`src/rtl/fighter_pkg.sv`:
```
// Shared types and constants for the projectile arbiter: FSM state encoding,
// shot-owner codes, default playfield bounds and two small helpers.
package fighter_pkg;

  typedef enum logic [1:0] {
    ST_IDLE     = 2'd0,
    ST_LAUNCH   = 2'd1,
    ST_FLIGHT   = 2'd2,
    ST_COOLDOWN = 2'd3
  } arb_state_e;

  localparam logic OWNER_PLAYER = 1'b0;
  localparam logic OWNER_NPC    = 1'b1;

  localparam logic [9:0] DEFAULT_X_MIN = 10'd0;
  localparam logic [9:0] DEFAULT_X_MAX = 10'd639;

  function automatic logic [3:0] sat_inc(input logic [3:0] v);
    return (v == 4'hF) ? v : v + 4'd1;
  endfunction

  function automatic logic out_of_bounds(input logic [9:0] x,
                                         input logic [9:0] lo,
                                         input logic [9:0] hi);
    return (x < lo) || (x > hi);
  endfunction

endpackage

```
`src/rtl/projectile_arbiter_if.sv`:
```
// Bundle between the stage controller / projectile engine side (master) and
// the projectile arbiter (slave).
interface projectile_arbiter_if;
  logic       frame_clk;
  logic       battle_en;
  logic       player_req;
  logic       npc_req;
  logic       proj_contact;
  logic [9:0] proj_x;
  logic       proj_activate;
  logic       proj_owner;
  logic       busy;
  logic       player_hit;
  logic       npc_hit;
  logic [3:0] player_score;
  logic [3:0] npc_score;

  modport master (
    output frame_clk, battle_en, player_req, npc_req, proj_contact, proj_x,
    input  proj_activate, proj_owner, busy, player_hit, npc_hit,
           player_score, npc_score
  );

  modport slave (
    input  frame_clk, battle_en, player_req, npc_req, proj_contact, proj_x,
    output proj_activate, proj_owner, busy, player_hit, npc_hit,
           player_score, npc_score
  );
endinterface

```
`src/rtl/frame_tick_gen.sv`:
```
// Rising-edge detector on the VGA vertical sync: one-cycle tick on the first
// Clk where frame_clk is sampled high after having been sampled low.
module frame_tick_gen (
  input  logic Clk,
  input  logic Reset_n,
  input  logic frame_clk_i,
  output logic tick_o
);

  logic frame_clk_q;

  // NOTE: sequential state uses non-blocking assignments so every register
  // samples pre-edge values regardless of statement order.
  always_ff @(posedge Clk) begin
    if (!Reset_n) frame_clk_q <= 1'b0;
    else          frame_clk_q <= frame_clk_i;
  end

  assign tick_o = frame_clk_i & ~frame_clk_q;

endmodule

```
`src/rtl/projectile_arbiter.sv`:
```
// Arbitrates the single shared projectile between player and NPC, tracks the
// flight outcome (hit / miss / timeout), cooldown, and per-side hit counts.
module projectile_arbiter
  import fighter_pkg::*;
#(
  parameter int unsigned COOLDOWN_FRAMES   = 8,
  parameter int unsigned MAX_FLIGHT_FRAMES = 160,
  parameter logic [9:0]  X_MIN             = DEFAULT_X_MIN,
  parameter logic [9:0]  X_MAX             = DEFAULT_X_MAX
) (
  input  logic                 Clk,
  input  logic                 Reset_n,
  projectile_arbiter_if.slave  bus
);

  localparam logic [7:0] COOLDOWN_LAST = 8'(COOLDOWN_FRAMES - 1);
  localparam logic [7:0] FLIGHT_LAST   = 8'(MAX_FLIGHT_FRAMES - 1);

  arb_state_e state_q;
  logic [7:0] frame_cnt_q;
  logic       last_owner_q;
  logic       owner_q;
  logic       proj_activate_q;
  logic       player_hit_q;
  logic       npc_hit_q;
  logic [3:0] player_score_q;
  logic [3:0] npc_score_q;

  logic       frame_tick;
  logic       grant_valid_d;
  logic       grant_owner_d;

  frame_tick_gen u_frame_tick_gen (
    .Clk         (Clk),
    .Reset_n     (Reset_n),
    .frame_clk_i (bus.frame_clk),
    .tick_o      (frame_tick)
  );

  // NOTE: every always_comb output gets a default first so no latch is inferred.
  always_comb begin
    grant_valid_d = bus.player_req | bus.npc_req;
    grant_owner_d = OWNER_PLAYER;
    if (bus.player_req && bus.npc_req) grant_owner_d = ~last_owner_q;
    else if (bus.npc_req)              grant_owner_d = OWNER_NPC;
  end

  always_ff @(posedge Clk) begin
    if (!Reset_n) begin
      state_q         <= ST_IDLE;
      frame_cnt_q     <= '0;
      last_owner_q    <= OWNER_NPC;
      owner_q         <= OWNER_PLAYER;
      proj_activate_q <= 1'b0;
      player_hit_q    <= 1'b0;
      npc_hit_q       <= 1'b0;
      player_score_q  <= '0;
      npc_score_q     <= '0;
    end else begin
      proj_activate_q <= 1'b0;
      player_hit_q    <= 1'b0;
      npc_hit_q       <= 1'b0;
      if (!bus.battle_en) begin
        state_q     <= ST_IDLE;
        frame_cnt_q <= '0;
      end else begin
        unique case (state_q)
          ST_IDLE: begin
            if (grant_valid_d) begin
              state_q         <= ST_LAUNCH;
              owner_q         <= grant_owner_d;
              last_owner_q    <= grant_owner_d;
              proj_activate_q <= 1'b1;
            end
          end
          ST_LAUNCH: begin
            state_q     <= ST_FLIGHT;
            frame_cnt_q <= '0;
          end
          ST_FLIGHT: begin
            // Each score counts hits taken by that side: a player shot that
            // connects raises npc_hit and npc_score, and vice versa.
            if (bus.proj_contact) begin
              state_q     <= ST_COOLDOWN;
              frame_cnt_q <= '0;
              if (owner_q == OWNER_PLAYER) begin
                npc_hit_q   <= 1'b1;
                npc_score_q <= sat_inc(npc_score_q);
              end else begin
                player_hit_q   <= 1'b1;
                player_score_q <= sat_inc(player_score_q);
              end
            end else if (out_of_bounds(bus.proj_x, X_MIN, X_MAX) ||
                         (frame_tick && frame_cnt_q == FLIGHT_LAST)) begin
              state_q     <= ST_COOLDOWN;
              frame_cnt_q <= '0;
            end else if (frame_tick) begin
              frame_cnt_q <= frame_cnt_q + 8'd1;
            end
          end
          ST_COOLDOWN: begin
            if (frame_tick) begin
              if (frame_cnt_q == COOLDOWN_LAST) begin
                state_q     <= ST_IDLE;
                frame_cnt_q <= '0;
              end else begin
                frame_cnt_q <= frame_cnt_q + 8'd1;
              end
            end
          end
          default: begin
            state_q     <= ST_IDLE;
            frame_cnt_q <= '0;
          end
        endcase
      end
    end
  end

  assign bus.proj_activate = proj_activate_q;
  assign bus.proj_owner    = owner_q;
  assign bus.busy          = (state_q != ST_IDLE);
  assign bus.player_hit    = player_hit_q;
  assign bus.npc_hit       = npc_hit_q;
  assign bus.player_score  = player_score_q;
  assign bus.npc_score     = npc_score_q;

endmodule

```
`src/flat_wrapper.sv`:
```
// flat-port wrapper written by rule: the top's interface ports become plain ports
module projectile_arbiter_flat import fighter_pkg::*;
#(
  parameter int unsigned COOLDOWN_FRAMES   = 8,
  parameter int unsigned MAX_FLIGHT_FRAMES = 160,
  parameter logic [9:0]  X_MIN             = DEFAULT_X_MIN,
  parameter logic [9:0]  X_MAX             = DEFAULT_X_MAX
)
  (Clk, Reset_n, bus_frame_clk, bus_battle_en, bus_player_req, bus_npc_req, bus_proj_contact, bus_proj_x, bus_proj_activate, bus_proj_owner, bus_busy, bus_player_hit, bus_npc_hit, bus_player_score, bus_npc_score);
  projectile_arbiter_if bus_i ();
  input  logic Clk;
  input  logic Reset_n;
  input wire logic [$bits(bus_i.frame_clk)-1:0] bus_frame_clk;
  input wire logic [$bits(bus_i.battle_en)-1:0] bus_battle_en;
  input wire logic [$bits(bus_i.player_req)-1:0] bus_player_req;
  input wire logic [$bits(bus_i.npc_req)-1:0] bus_npc_req;
  input wire logic [$bits(bus_i.proj_contact)-1:0] bus_proj_contact;
  input wire logic [$bits(bus_i.proj_x)-1:0] bus_proj_x;
  output wire logic [$bits(bus_i.proj_activate)-1:0] bus_proj_activate;
  output wire logic [$bits(bus_i.proj_owner)-1:0] bus_proj_owner;
  output wire logic [$bits(bus_i.busy)-1:0] bus_busy;
  output wire logic [$bits(bus_i.player_hit)-1:0] bus_player_hit;
  output wire logic [$bits(bus_i.npc_hit)-1:0] bus_npc_hit;
  output wire logic [$bits(bus_i.player_score)-1:0] bus_player_score;
  output wire logic [$bits(bus_i.npc_score)-1:0] bus_npc_score;
  assign bus_i.frame_clk = bus_frame_clk;
  assign bus_i.battle_en = bus_battle_en;
  assign bus_i.player_req = bus_player_req;
  assign bus_i.npc_req = bus_npc_req;
  assign bus_i.proj_contact = bus_proj_contact;
  assign bus_i.proj_x = bus_proj_x;
  assign bus_proj_activate = bus_i.proj_activate;
  assign bus_proj_owner = bus_i.proj_owner;
  assign bus_busy = bus_i.busy;
  assign bus_player_hit = bus_i.player_hit;
  assign bus_npc_hit = bus_i.npc_hit;
  assign bus_player_score = bus_i.player_score;
  assign bus_npc_score = bus_i.npc_score;
  projectile_arbiter #(.COOLDOWN_FRAMES(COOLDOWN_FRAMES), .MAX_FLIGHT_FRAMES(MAX_FLIGHT_FRAMES), .X_MIN(X_MIN), .X_MAX(X_MAX)) u_core (.Clk(Clk), .Reset_n(Reset_n), .bus(bus_i));
endmodule
```
`config.mk`:
```
export PLATFORM = sky130hd
export DESIGN_NAME = projectile_arbiter_flat
export DESIGN_NICKNAME = d
export VERILOG_FILES = /design/src/rtl/fighter_pkg.sv /design/src/rtl/projectile_arbiter_if.sv /design/src/rtl/frame_tick_gen.sv /design/src/rtl/projectile_arbiter.sv /design/src/flat_wrapper.sv
export SDC_FILE = /design/constraint.sdc
export NUM_CORES = 1
export LEC_CHECK = 0
export BUFFER_PORTS_ARGS = -buffer_cell sky130_fd_sc_hd__buf_2
export CELL_PAD_IN_SITES_DETAIL_PLACEMENT = 1
export CELL_PAD_IN_SITES_GLOBAL_PLACEMENT = 1
export CORE_ASPECT_RATIO = 1.2
export CORE_UTILIZATION = 31
export CTS_CLUSTER_DIAMETER = 200
export CTS_CLUSTER_SIZE = 30
export DETAILED_ROUTE_END_ITERATION = 8
export PLACE_DENSITY = 0.67
export SYNTH_ARGS = -nofsm -noshare
export SYNTH_HDL_FRONTEND = slang
export SYNTH_HIERARCHICAL = 1
export SYNTH_SLANG_ARGS = --single-unit
```
`constraint.sdc`:
```
create_clock -name Clk -period 1.8 [get_ports Clk]
set_input_delay 0 -clock Clk [delete_from_list [all_inputs] [get_ports Clk]]
set_output_delay 0 -clock Clk [all_outputs]
set_load 0.02 [all_outputs]
```
# Word level (Yosys, flattened, before mapping)
# Index checks and enable logic that the tools add are counted.
# word_totals
latchBits,0
elab_cells,66
mem_count,0
out_inout_bits,13
ramBits,0
ff_bits,24
rom_bits,0
in_bits,17
# op_classes
magnitude_cmp,2
n_mul,0
muxes,17
n_eq_ne,12
shift,0
n_addsub,3
n_bitwise,7
reduce_logical,15
n_div,0
# ops
operator,count
2-to-1 mux 8 bit,5
case mux 8 bit (3 select lines),1
> comparator 10 bit (second input constant),1
< comparator 10 x 1 -> 1 bit (second input constant),1
2-to-1 mux 2 bit,5
AND reduction 5 bit,2
AND reduction 3 bit,3
adder 4 x 1 -> 4 bit (second input constant),2
adder 8 x 1 -> 8 bit (second input constant),1
== test 4 bit (second input constant),2
== test 8 x 3 -> 1 bit (second input constant),1
== test 8 bit (second input constant),1
case mux 2 bit (4 select lines),1
AND reduction 4 bit,2
!= test 2 x 1 -> 1 bit (second input constant),3
2-to-1 mux 1 bit,5
inverter 1 bit,5
== test 2 bit (second input constant),2
!= test 4 x 2 -> 1 bit (second input constant),1
!= test 3 x 2 -> 1 bit (second input constant),1
nonzero test 3 bit,1
== test 2 x 1 -> 1 bit (second input constant),1
logical AND 1 bit,2
logical NOT 2 bit,1
5 further kinds,6

# Depth between registers and ports, before layout
# Gate-level depths: netlist of the first run.
# logic_depth
ltp_word,7
mapped_depth,7
ltp_nobuf,6

# Hierarchy
# The synthesis of the first run kept the hierarchy.
# modules_own_cells
mod,instances,area_each_um2,seq_area_each_um2,cells_per_inst
projectile_arbiter,1,1305.0,460.4,147
frame_tick_gen,1,40.0,20.0,3

# Least setup slack after synthesis of the first run
# Ideal clock, no wire load.
# synth_timing
kind,register -> register
start,reg u_core.state_q[0]
end,reg u_core.frame_cnt_q[6]
setup_ns,0.073
setup_slack_ns,-0.039
period_less_slack_ns,1.839
arrival_ns,1.765
t_required_ns,1.727
path_stages_with_launch,8
path_buffers,1
path_cell_list,dfxtp_1 > inv_1 > ha_1 > nor3b_2 > a211o_1 > buf_6 > or4_4 > o211ai_2
# synth_via
elab_chain_len,3
word_cells_on_any_way,8
cone_classes,eq/ne: 5; mux: 1; reduce/logical: 2
# synth_rtl
element,line_no,text
start: declaration,projectile_arbiter.sv:19,arb_state_e state_q;
start signal: assignment,projectile_arbiter.sv:50,state_q <= ST_IDLE;
start signal: assignment,projectile_arbiter.sv:64,state_q <= ST_IDLE;
start signal: assignment,projectile_arbiter.sv:70,state_q <= ST_LAUNCH;
== test 2 bit / == test 2 x 1 -> 1 bit (equally long branches),projectile_arbiter.sv:67,unique case (state_q)
!= test 4 x 2 -> 1 bit (no source line) (tied with other cells),--,
AND reduction 3 bit (no source line),--,
end signal: assignment,projectile_arbiter.sv:98,frame_cnt_q <= frame_cnt_q + 8'd1;
end signal: assignment,projectile_arbiter.sv:107,frame_cnt_q <= frame_cnt_q + 8'd1;
end: declaration,projectile_arbiter.sv:20,logic [7:0] frame_cnt_q;
# Several ways; a longest one is shown, not always the timed one.
# A chain may end at the register's enable or synchronous reset.

# Worst setup path in the final report of the first run
# layout_timing
start,reg u_core.state_q[1]
end,reg u_core.frame_cnt_q[6]
# Same word-level chain as after synthesis.

==> summary.txt, run 1 <==
Timing
  • Slew @ Worst Pin: 586 ps
  • # setup viols final: 0
  • Slew headroom: 60.9%
  • Crit path time final: 1770 ps
  • Fmax: 0.565 GHz
  • Max Transition Viols Final: 0
  • Final worst path period share: 98.3%
  • Hold Vio Cnt, Final: 0
  • Clk_skew: 4.05 ps

Critical path
  • FF-to-FF setup slack: 30 ps
  • CP Max Fanout: 4
  • CP Buf/Inv Count: 0
  • Setup CP Type: reg2reg
  • Worst Setup EP: u_core/frame_cnt_q[6]$_SDFFE_PN0P_
  • Critical Path, Cell by Cell: ha_2 -> nor2b_2 -> a211o_1 -> or4_4 -> o211ai_2
  • CP startpoint: u_core/state_q[1]$_SDFFE_PN0P_
  • CP max stage delay: 490 ps
  • Critical R2R Launch: u_core/state_q[1]$_SDFFE_PN0P_
  • Critical Path Start Type: flop
  • Worst Setup End Kind: flop
  • Required time of the critical path: 2000 ps
  • Worst Reg-to-Reg Cells: 5
  • R2R Path End: u_core/frame_cnt_q[6]$_SDFFE_PN0P_
  • Arr. time, crit path: 1970 ps
  • Cell family with most CP delay: simple AND/OR/NAND/NOR gates
  • Critical path's slowest cell: or4_4
  • Critical path depth in cells: 5

Power and ir drop
  • Power share of the combinational group: 10.9%
  • Leak pwr: 0.663 nW
  • PD cells: 690 mW/mm²
  • VDD IR-drop max: 0.000280 V
  • Sw power: 0.260 mW
  • Pint: 0.887 mW
  • Clock power frac: 41.2%
  • Sequential Power Share: 47.9%
  • Switching Fraction: 22.7%

Global routing
  • Vias in the first global route: 1,339
  • First-pass GRT wire length: 5870 µm
  • Largest net degree at the start of global routing: 17
  • Tot GR Track Use: 15.9%
  • Initial antenna violation count: 0
  • Gr ovfl total: 0

Routing
  • WL met2: 1870 µm
  • Initial DRC count: 22
  • Routed vias/inst: 5.31
  • Top layer in use: met4
  • Final wirelength: 3360 µm
  • Met3 WL: 80 µm
  • TritonRoute pass-1 iters: 4
  • Drc violations: 0
  • Met1 WL: 1370 µm
  • Post-DRT Antenna Nets: 0
  • Routed vias: 1,231
  • Drt wl/cell: 14.5 µm

Cells and area
  • Fill cells: 472
  • NumNets Final: 202
  • Layout Cells excl Fill: 232
  • Fraction of layout cells with a size suffix above 1: 26.4%
  • Post-route cell area: 0.00166 mm²
  • Most frequent cells in the layout: dfxtp_1, buf_2, nand3_1
  • ANT cells: 0
  • Synth-to-layout area growth: 23.5%
  • Most common cell after layout, fill and taps aside: dfxtp_1

Floorplanning
  • Initial Util: 33.3%
  • Core Area: 0.00404 mm²
  • Die width: 62.1 µm
  • # rows: 25
  • Io pins: 30
  • Die Height: 74.2 µm
  • Die area: 0.00461 mm²

Placed design
  • Cell Area, Placed: 0.00156 mm²
  • Final Wtd Congestion: 0.804
  • Placed Cells: 227
  • Post-DP HPWL: 2570 µm
  • Port bufs: 22

CTS
  • H-tree levels: 1
  • Worst-Skew Late Latency: 270 ps
  • Longest Clk Path Bufs: 2
  • Setup Buffers After CTS: 0
  • Total CTS buffers: 3
  • Clock transition at path regs: 90 ps
  • CTS tree: done
  • Clock sinks: 24
  • Root Driver: clkbuf_8

Synth
  • Leading area contributor after synthesis: dfxtp_1
  • Post-synthesis xor/xnor area fraction: 3.91%
  • Ys flop type: dfxtp_1
  • Mux contribution to synthesized area: 2.23%
  • Synth Warn #: 6
  • Yosys top cell area share: 35.7%
  • Ys async rst share: 0%
  • Post-synthesis simple-gate area fraction: 29.0%
  • Register area share after synthesis: 35.7%
  • Post-synthesis register bit count: 24
  • Synthesized Nets: 173
  • Yosys cell types: 41
  • Synth area leaders: dfxtp_1, nand3_1, ha_1
  • Avg Synthesized Cell Area: 8.97 µm²
  • Synth Area in Compound Gates: 18.9%
  • Number of synthesized flops with an enable pin: 0
  • Adder-cell share of the synthesized area: 5.58%
  • Cell area after synthesis: 0.00135 mm²
  • Cells after synthesis: 150
  • Largest family of logic cells by synthesized area: simple AND/OR/NAND/NOR gates

Job
  • Max_cap viols: 0

Worst hold path
  • Hold WC Path Type: in2reg

Outcome
  • Status: complete, no violations
worst min path at each step:
| stage | from | endpoint | slack (ps) | depth (start not counted) |
|---|---|---|---|---|
| after detailed placement | bus_frame_clk | u_core/u_frame_tick_gen/frame_clk_q$_SDFF_PN0_ | 220 | 2 |
| after global routing | bus_battle_en | u_core/bus.proj_activate$_SDFF_PN0_ | 70 | 2 |
| final | Reset_n | u_core/last_owner_q$_SDFFE_PN1P_ | 50 | 2 |
| after global placement | bus_frame_clk | u_core/u_frame_tick_gen/frame_clk_q$_SDFF_PN0_ | 220 | 2 |
| after CTS | Reset_n | u_core/last_owner_q$_SDFFE_PN1P_ | 50 | 2 |
| after floorplan | bus_frame_clk | u_core/u_frame_tick_gen/frame_clk_q$_SDFF_PN0_ | 120 | 1 |
state kept, by name, summed over array words and instances (netlist names):
signal	cells
u_core/u_frame_tick_gen/frame_clk_q	1
u_core/bus.player_score	4
u_core/bus.proj_owner	1
u_core/bus.npc_score	4
u_core/bus.npc_hit	1
u_core/state_q	2
u_core/frame_cnt_q	8
u_core/bus.proj_activate	1
u_core/bus.player_hit	1
u_core/last_owner_q	1
power by group through the flow:
stage / clock network (mW) / logic (mW) / registers (mW)
finish: 0.473 / 0.125 / 0.550
global route: 0.515 / 0.137 / 0.551
CTS: 0.487 / 0.124 / 0.549
detailed placement: 0 / 0.122 / 0.561
global placement: 0 / 0.116 / 0.560
floorplan: 0 / 0.0727 / 0.563
final cells by class:
cell class / instances / area (µm²) / area share (%)
flip-flops and latches: 24 / 482 / 29.0
clock inverters: 1 / 30.0 / 1.81
well taps: 54 / 67.6 / 4.07
clock buffers: 3 / 41.3 / 2.48
multi-input cells: 112 / 822 / 49.5
repair buffers: 31 / 193 / 11.6
inverters: 7 / 26.3 / 1.58
metal layers:
metal / vias up / track usage, %
met3: 4 / 2.30
li1: 603 / -
met1: 604 / 16.1
met2: 20 / 32.7
met5: - / 0
met4: 0 / 6.72
kinds of logic (layout without fill, tap and decap cells):
| group | Yosys count | after routing |
|---|---|---|
| fa+ha+maj | 6 | 6 |
| flops | 24 | 24 |
| xor+xnor | 6 | 6 |
| compound gates | 29 | 29 |
| buf+inv | 14 | 42 |
| simple gates | 68 | 68 |
| mux | 3 | 3 |
worst reg2reg max path: stages, from the launching register on:
cell and delay, ps:
dfxtp_1 380, ha_2 220, nor2b_2 180, a211o_1 290
or4_4 490, o211ai_2 140
metrics by stage:
step / TNS, ps / util [%] / setup WS, ps / hold WS [ps] / total power, mW
global placement: 0 / 38.7 / 99.1 / 221 / 0.676
detailed placement: 0 / 38.7 / 22.8 / 224 / 0.684
global route: -0.108 / 41.2 / -0.108 / 72.7 / 1.20
CTS: 0 / 40.7 / 2.43 / 46.5 / 1.16
floorplan: 0 / - / 14.4 / 122 / 0.636
finish: 0 / 41.2 / 31.3 / 45.9 / 1.15
cells in the mapped netlist, drive strengths merged (2+ instances only):
cell type / instances
nor2b: 5
and3: 4
clkbuf: 4
nor3: 4
o21ai: 3
a21oi: 4
and2: 8
inv: 7
nor3b: 2
mux2i: 3
nand4: 3
o2111ai: 3
xnor2: 6
nand2: 13
nor2: 5
nand3: 19
o211ai: 11
ha: 6
dfxtp: 24
buf: 3
what timing repair did:
| action | in CTS | in global routing |
|---|---|---|
| gates resized for setup | 0 | 4 |
| hold buffers | 1 | 0 |
| hold endpoints to repair | 1 | 0 |
| setup endpoints to repair | 0 | 2 |
(Power assumes the default switching activity.)
==> inputs of run 2 (changes only) <==
--- a/config.mk
+++ b/config.mk
@@ -5,6 +5,7 @@
 export SDC_FILE = /design/constraint.sdc
 export NUM_CORES = 1
 export LEC_CHECK = 0
+export ABC_AREA = 1
 export BUFFER_PORTS_ARGS = -buffer_cell sky130_fd_sc_hd__buf_2
 export CELL_PAD_IN_SITES_DETAIL_PLACEMENT = 1
 export CELL_PAD_IN_SITES_GLOBAL_PLACEMENT = 1
@@ -13,7 +14,7 @@
 export CTS_CLUSTER_DIAMETER = 200
 export CTS_CLUSTER_SIZE = 30
 export DETAILED_ROUTE_END_ITERATION = 8
-export PLACE_DENSITY = 0.67
+export PLACE_DENSITY = 0.71
 export SYNTH_ARGS = -nofsm -noshare
 export SYNTH_HDL_FRONTEND = slang
 export SYNTH_HIERARCHICAL = 1
==> summary.txt, run 2 <==
Synth
  • Register area share after synthesis: 38.6%
  • Yosys top cell area share: 38.6%
  • Mux contribution to synthesized area: 0%
  • Ys flop type: dfxtp_1
  • Post-synthesis simple-gate area fraction: 36.0%
  • Cells after synthesis: 181
  • Avg Synthesized Cell Area: 6.89 µm²
  • Synth top cells by count: nand2_1, nor2_1, dfxtp_1, inv_1, nand3_1
  • Synth Warn #: 6
  • Number of synthesized flops with an enable pin: 0
  • Synthesized Nets: 204
  • Cell area after synthesis: 0.00125 mm²
  • Post-synthesis register bit count: 24
  • Leading area contributor after synthesis: dfxtp_1
  • Yosys cell types: 21
  • Synth Area in Compound Gates: 10.4%
  • Adder-cell share of the synthesized area: 6.02%
  • Post-synthesis xor/xnor area fraction: 0.703%
  • Largest family of logic cells by synthesized area: simple AND/OR/NAND/NOR gates
  • Most frequent cell after synthesis: nand2_1
  • Synth area leaders: dfxtp_1, nand2_1, nor2_1
  • Ys async rst share: 0%

Timing
  • RSZ-0062 raised after global routing: false
  • Max Transition Viols Final: 0
  • # setup viols final: 0
  • Crit path time final: 1570 ps
  • Hold Vio Cnt, Final: 0
  • Slew @ Worst Pin: 224 ps
  • Final worst path period share: 87.2%
  • Clk_skew: 5.70 ps
  • Slew headroom: 84.9%
  • Worst setup margin: 230 ps
  • Fin Setup TNS: 0 ps
  • Fmax: 0.637 GHz

Cells and area
  • Fraction of layout cells with a size suffix above 1: 18.0%
  • Fill cells: 513
  • ANT cells: 0
  • Synth-to-layout area growth: 17.8%
  • Sequential cell area: 480 µm²
  • Multi-input logic area: 663 µm²
  • Largest register FFs: 8
  • Most frequent cells in the layout: nand2_1, nor2_1, inv_1, dfxtp_1, buf_2
  • Largest register by flop count: u_core/frame_cnt_q
  • NumNets Final: 231
  • Most common cell after layout, fill and taps aside: nand2_1
  • Layout Cells excl Fill: 258
  • Post-route cell area: 0.00147 mm²

Global routing
  • Gr ovfl total: 0
  • Vias in the first global route: 1,353
  • Tot GR Track Use: 17.6%
  • First-pass GRT wire length: 5710 µm
  • Largest net degree at the start of global routing: 13
  • Initial antenna violation count: 0

Placed design
  • Port bufs: 22
  • Cell Area, Placed: 0.00142 mm²
  • Post-DP HPWL: 2540 µm
  • Post-placement setup slack: 219 ps
  • Placed Cells: 254
  • Final Wtd Congestion: 0.805

Floorplanning
  • Initial Util: 33.2%
  • Io pins: 30
  • Core Area: 0.00375 mm²
  • Die Height: 71.5 µm
  • Die area: 0.00428 mm²
  • Die width: 59.9 µm
  • # rows: 24

CTS
  • Root Driver: clkbuf_8
  • Clock sinks: 24
  • Longest Clk Path Bufs: 2
  • H-tree levels: 1
  • Worst-Skew Late Latency: 270 ps
  • Clock transition at path regs: 80 ps
  • Total CTS buffers: 3
  • Setup Buffers After CTS: 0
  • Post-CTS Resized: 0
  • CTS tree: done

Routing
  • Final wirelength: 3240 µm
  • TritonRoute pass-1 iters: 4
  • Initial DRC count: 30
  • Drt wl/cell: 12.6 µm
  • Routed vias: 1,259
  • Routed vias/inst: 4.88
  • Post-DRT Antenna Nets: 0
  • Drc violations: 0

Power and ir drop
  • Switching Fraction: 26.8%
  • Pint: 0.736 mW
  • Sequential Power Share: 54.6%
  • Pwr Total: 1.01 mW
  • Clock power frac: 31.6%
  • VDD IR-drop max: 0.000421 V
  • PD cells: 685 mW/mm²
  • Power share of the combinational group: 13.8%
  • Sw power: 0.269 mW
  • Leak pwr: 0.673 nW

Critical path
  • Cell family with most CP delay: simple AND/OR/NAND/NOR gates
  • Critical path's slowest cell: dfxtp_1
  • CP Max Fanout: 10
  • Worst Setup End Kind: flop
  • Setup CP Type: reg2reg
  • Critical Path Start Type: flop
  • CP most frequent cell: nand2_1
  • Arr. time, crit path: 1730 ps
  • CP Buf/Inv Count: 3
  • Critical Path, Cell by Cell: inv_1 -> ha_1 -> inv_2 -> nor2_1 -> nand3_1 -> nand2_4 -> inv_2 -> nand2_1 -> nand2_1 -> nand2_1 -> nor2_1
  • CP max stage delay: 330 ps
  • Required time of the critical path: 1970 ps

Outcome
  • Status: complete, no violations

Worst hold path
  • Hold WC Path Type: in2reg

Job
  • Max_cap viols: 0
[run 2: cell type report]
class | instances | share of cell area (%)
repair buffers | 23 | 8.18
well taps | 52 | 4.43
inverters | 26 | 6.65
multi-input cells | 130 | 45.2
clock buffers | 3 | 2.81
flip-flops and latches | 24 | 32.7
[run 2: cell families (layout without fill, tap and decap cells)]
family                     count (synthesis)  count (layout)
DFF                                       24              24
adders and majority gates                  6               6
xor gates and xnor gates                   1               1
AOI/OAI and AO/OA                         23              23
buffers and inverters                     27              52
and+or+nand+nor                          100             100
[run 2: worst register-to-register path: stages, from the launching register on]
cell	delay, ps
dfxtp_1	330
inv_1	100
ha_1	200
inv_2	70
nor2_1	130
nand3_1	160
nand2_4	170
inv_2	100
nand2_1	70
nand2_1	40
nand2_1	60
nor2_1	40
[run 2: metal layers]
metal  global-route usage [%]  vias up  routed length [µm]
li1                         -      634                   -
met1                     18.5      602                1330
met2                     34.0       18                1770
met3                     2.71        5                  86
met4                     6.20        0                  51
met5                        0        -                   0
[run 2: path summary, 6_finish.rpt]
path	depth (start not counted)	slack (ps)	endpoint	from
worst max-delay path	11	230	u_core/frame_cnt_q[5]$_SDFFE_PN0P_	u_core/state_q[0]$_SDFFE_PN0P_
worst min-delay path	2	30	u_core/last_owner_q$_SDFFE_PN1P_	Reset_n
worst max register to register	11	230	u_core/frame_cnt_q[5]$_SDFFE_PN0P_	u_core/state_q[0]$_SDFFE_PN0P_
worst min register to register	2	480	u_core/last_owner_q$_SDFFE_PN1P_	u_core/last_owner_q$_SDFFE_PN1P_
[run 2: power groups by stage]
stage / Sequential, mW / Combinational [mW] / Clock (mW)
after floorplan: 0.566 / 0.0867 / 0
after global placement: 0.561 / 0.131 / 0
after detailed placement: 0.562 / 0.139 / 0
after CTS: 0.549 / 0.142 / 0.330
after global routing: 0.551 / 0.155 / 0.352
final: 0.549 / 0.139 / 0.317
[run 2: timing repair]
action                                  CTS  global route
hold buffers                              1             0
endpoints found under the setup margin    0             0
endpoints found under the hold margin     1             0
[run 2: through the flow]
step,utilization [%],hold WS [ps]
5_1_grt,39.1,49.9
4_1_cts,39.1,31.5
3_3_place_gp,37.7,194
3_5_place_dp,37.7,211
6_report,39.1,32.6
2_1_floorplan,-,93.5
